[src/rtl/four_bit_up_counter_mod.sv]
// ---------------------------------------------------------------------------
// four_bit_up_counter_mod
//
// Synchronous modulo-N up counter. It supports parallel load with clamping,
// count enable and an optional one-shot (stop-at-terminal) mode. It provides
// a terminal-count flag, a combinational cascade carry and a sticky overflow
// flag.
//
// Parameters
//   WIDTH     counter width in bits
//   MODULUS   count range 0..MODULUS-1 (2..2**WIDTH)
//   ONE_SHOT  0: wrap to 0 after MODULUS-1; 1: hold at MODULUS-1, raise done
//
// Ports
//   clk        in   rising-edge clock
//   clear      in   synchronous active-high reset
//   en         in   count enable
//   load       in   parallel load strobe (beats en)
//   load_val   in   value to load; values above MODULUS-1 clamp to MODULUS-1
//   ovf_clr    in   synchronous clear of the sticky ovf flag
//   Cout       out  registered count
//   tc         out  combinational, Cout == MODULUS-1
//   carry_out  out  combinational, en & tc & ~load & ~clear (next stage en)
//   ovf        out  registered sticky flag, set on every wrap
//   done       out  registered, high while held at terminal (ONE_SHOT=1 only)
// ---------------------------------------------------------------------------
module four_bit_up_counter_mod #(
    parameter int WIDTH    = 4,
    parameter int MODULUS  = 16,
    parameter bit ONE_SHOT = 1'b0
) (
    input  logic             clk,
    input  logic             clear,
    input  logic             en,
    input  logic             load,
    input  logic [WIDTH-1:0] load_val,
    input  logic             ovf_clr,
    output logic [WIDTH-1:0] Cout,
    output logic             tc,
    output logic             carry_out,
    output logic             ovf,
    output logic             done
);

    localparam logic [WIDTH-1:0] TERM = WIDTH'(MODULUS - 1);

    // Loaded values outside the count range saturate at the terminal value.
    function automatic logic [WIDTH-1:0] clamp_term(input logic [WIDTH-1:0] v);
        return (v > TERM) ? TERM : v;
    endfunction

    logic [WIDTH-1:0] cnt_p0;
    logic             ovf_p0;
    logic             done_p0;
    logic [WIDTH-1:0] load_clamped;
    logic             wrap;

    assign load_clamped = clamp_term(load_val);

    assign tc        = (cnt_p0 == TERM);
    assign carry_out = en & tc & ~load & ~clear;
    // A wrap only exists in free-running mode; one-shot holds instead.
    assign wrap      = carry_out & ~ONE_SHOT;

    // ---- stage p0: count, sticky overflow and one-shot state ----
    always_ff @(posedge clk) begin
        if (clear) begin
            cnt_p0  <= '0;
            ovf_p0  <= 1'b0;
            done_p0 <= 1'b0;
        end else begin
            if (load) begin
                cnt_p0  <= load_clamped;
                done_p0 <= ONE_SHOT && (load_clamped == TERM);
            end else if (en) begin
                if (tc) begin
                    if (ONE_SHOT) begin
                        done_p0 <= 1'b1;
                    end else begin
                        cnt_p0 <= '0;
                    end
                end else begin
                    cnt_p0 <= cnt_p0 + 1'b1;
                end
            end

            // A wrap on the same edge as ovf_clr leaves the flag set.
            if (wrap) begin
                ovf_p0 <= 1'b1;
            end else if (ovf_clr) begin
                ovf_p0 <= 1'b0;
            end
        end
    end

    assign Cout = cnt_p0;
    assign ovf  = ovf_p0;
    assign done = ONE_SHOT ? done_p0 : 1'b0;

endmodule

[config.mk]
export PLATFORM = sky130hd
export DESIGN_NAME = four_bit_up_counter_mod
export DESIGN_NICKNAME = d
export VERILOG_FILES = /design/src/rtl/four_bit_up_counter_mod.sv
export SDC_FILE = /design/constraint.sdc
export NUM_CORES = 1
export LEC_CHECK = 0
export CAP_MARGIN = 0
export CELL_PAD_IN_SITES_DETAIL_PLACEMENT = 0
export CELL_PAD_IN_SITES_GLOBAL_PLACEMENT = 2
export CORE_AREA = 2 2 39 41
export CTS_BUF_LIST = sky130_fd_sc_hd__clkbuf_8
export DETAILED_ROUTE_END_ITERATION = 10
export DIE_AREA = 0 0 41 43
export DONT_BUFFER_PORTS = 1
export MAX_ROUTING_LAYER = met4
export PLACE_DENSITY = 0.64
export SLEW_MARGIN = 10
export SYNTH_ARGS = -nofsm -noshare
export SYNTH_HDL_FRONTEND = slang
export SYNTH_SLANG_ARGS = --single-unit
export TNS_END_PERCENT = 1
[constraint.sdc]
create_clock -name clk -period 1.88 [get_ports clk]
set_input_delay 0.376 -clock clk [delete_from_list [all_inputs] [get_ports clk]]
set_output_delay 0.376 -clock clk [all_outputs]
set_load 0.05 [all_outputs]
==> impl_metrics.py <==
metrics = {
    "timing": {
        "finalSetupViolations": 0,
        "rsz0062_at_grt": "no",
        "finalCriticalPeriod_ps": 1770,
        "worst_slack_ps": 115,
        "finalHoldViolCount": 0,
        "worstMarginPinSlew_ps": 504,
        "slew_viol_final": 0,
        "min_period_over_period_pct": 93.9,
        "skew_ps": 1.14,
        "clock.fmax_mhz": 566,
        "slew_headroom_pct": 66.4,
        "finalSetupTns_ps": 0,
    },
    "pwr": {
        "leakagePower_nw": 0.170,
        "p_per_area_mw_per_mm2": 914,
        "ir_drop_mv": 0.223,
        "power_mw": 0.378,
    },
    "floorplan": {
        "num_rows": 14,
        "chipHeight_microns": 43,
        "dieArea_sq_mm": 0.00176,
        "core_area_sq_mm": 0.00138,
        "ioPinCount": 17,
        "fp.dieW_microns": 41,
        "floorplan.initialDensity_pct": 21.0,
    },
    "setup_path": {
        "reg2reg_depth": 4,
        "startpoint_type": "flip-flop",
        "worstSetupEndpointType": "output port",
        "r2r_slack_ps": 520,
        "critPathKind": "reg -> out",
        "worst_ep_required_time_ps": 1500,
        "cp-startpoint": "Cout[0]",
        "r2r-start": "Cout[0]",
        "critPathMaxFanout": 4,
        "r2r-end": "Cout[0]",
        "crit_arrival_ps": 1390,
    },
    "synthesis": {
        "yosys.area_share.simple_pct": 24.6,
        "synthAdderAreaFrac_pct": 4.31,
        "synth-compound-area-share_pct": 19.0,
        "ys_seq_area_share_pct": 34.5,
        "syn-cell-area_sq_um": 290,
        "syn-num-nets": 43,
        "synth_seq_cells": 5,
        "synth_top_family_by_area": "simple AND/OR/NAND/NOR gates",
        "synth_area_per_cell_sq_um": 8.80,
        "yosys.cell_types.count": 20,
        "yosysWarningCount": 0,
        "synth_xor_area_share_pct": 6.03,
        "synth_mux_area_share_pct": 3.88,
        "syn_inst": 33,
    },
    "detailed_routing": {
        "post-route-drc-count": 0,
        "wl_microns": 672,
        "via_per_inst": 4.65,
        "drt.antenna.violating_nets": 0,
        "via_count": 265,
        "drt_iter0_markers": 1,
        "wl_per_cell_microns": 11.8,
        "drt_pass1_iterations": 2,
    },
    "clocking": {
        "tritoncts": "done",
        "postCtsSetupRepairBufs": 0,
        "htreeDepth": 1,
        "cts.sinks": 5,
        "numCtsBuffers": 3,
        "clk_pin_slew_ps": 40,
        "cts.path.max_buffers": 2,
        "clock-root-buffer": "clkbuf_8",
        "clock_latency_ps": 220,
    },
    "global_route": {
        "gr-total-overflow": 0,
        "grt_use_total_pct": 9.99,
        "grt_pass1_wl_mm": 1.04,
        "grt_max_degree": 8,
        "first_global_vias": 251,
        "antenna_found_initial": 0,
    },
    "final_layout": {
        "drive_gt1_share_pct": 46.3,
        "final_nets": 52,
        "final_cell_mix": "4 x a21oi_1, 4 x buf_4",
        "area_growth_pct": 42.7,
        "n_antenna_cell": 0,
        "final_area_sq_um": 414,
        "finalNonFillerCells": 57,
    },
    "place": {
        "io_buffer_count": 0,
        "gp_congestion": 0.766,
        "hpwl_microns": 546,
        "placed_cells": 53,
        "place_ws_ps": 273,
        "place_area_sq_um": 364,
    },
    "hold_path": {
        "hold_path_class": "in -> reg",
        "worstHoldPathCells": 1,
        "hold_end": "Cout[0]",
        "worstHoldStart": "clear",
    },
    "flow_run": {
        "maxCapViolCount": 0,
    },
    "status": {
        "status": "completed",
    },
}
==> kinds of logic after synthesis <==
family / after synthesis
simple gates: 12
compound gates: 7
flops: 5
buf+inv: 4
xor+xnor: 2
fa+ha+maj: 1
other cells: 1
mux: 1
==> timing repair <==
| item | in CTS | in global routing |
|---|---|---|
| endpoints found under the setup margin | 0 | 1 |
| resized for setup | 0 | 1 |
| hold buffers | 0 | 0 |
==> sequential cells by signal, indices dropped and copies added (netlist names) <==
| signal | count |
|---|---|
| Cout | 4 |
| ovf | 1 |
==> metal layers <==
metal  track usage, %  vias to the layer above  wire, microns
met3             6.28                        0             95
met5                -                        -              0
met2             11.3                       11            319
li1                 -                      130              -
met4             10.0                        0              0
met1             11.0                      124            257
==> report_power, final <==
group	leakage, nW	switching [mW]	internal, mW	total, mW
clock	0.0269	0.0570	0.140	0.197
combinational	0.101	0.0420	0.0217	0.0637
sequential	0.0421	0.00346	0.114	0.117
==> cells in the mapped netlist <==
| library cell | n | share of area, % |
|---|---|---|
| mux2_2 | 1 | 3.9 |
| conb_1 | 1 | 1.3 |
| inv_1 | 2 | 2.6 |
| nand2b_1 | 1 | 2.2 |
| inv_2 | 1 | 1.3 |
| a21oi_1 | 4 | 6.9 |
| nand3_1 | 2 | 3.4 |
| dfxtp_1 | 5 | 34 |
| and3_4 | 1 | 3.9 |
| a211oi_1 | 1 | 2.6 |
| nand2_1 | 3 | 3.9 |
| or4_4 | 1 | 3.9 |
| a221oi_2 | 1 | 5.2 |
| o22ai_2 | 1 | 4.3 |
| xor2_1 | 2 | 6.0 |
| nor2_1 | 2 | 2.6 |
| ha_1 | 1 | 4.3 |
| or3_1 | 1 | 2.2 |
| buf_4 | 1 | 2.6 |
| nor3b_1 | 1 | 2.6 |
==> worst max path at each step <==
| stage | endpoint | slack [ps] | cells after the start |
|---|---|---|---|
| floorplan | carry_out | 2 | 3 |
| global placement | carry_out | 280 | 5 |
| detailed placement | carry_out | 270 | 5 |
| CTS | carry_out | 30 | 5 |
| global route | carry_out | 20 | 5 |
| finish | carry_out | 110 | 5 |
==> final cells by class <==
type / instances / area (sq um)
Clock buffer: 3 / 41.3
Clock inverter: 1 / 3.75
Fill cell: 151 / 970
Inverter: 3 / 11.3
Multi-Input combinational cell: 24 / 184
Sequential cell: 5 / 104
Tap cell: 16 / 20.0
Timing Repair Buffer: 5 / 50.0
==> critical path, stage by stage (launching register included) <==
cell and delay (ps):
dfxtp_2 320, ha_1 160, and3_4 310, nand3_2 130
nor2_4 110, buf_12 140
==> per-stage QoR <==
step | hold slack (ps) | utilization (%)
after floorplan | 435 | -
after global placement | 438 | 26.3
after detailed placement | 437 | 26.3
after CTS | 204 | 29.6
after global routing | 199 | 29.9
final | 209 | 29.9
Note: power is estimated with default switching activity, not from simulation.
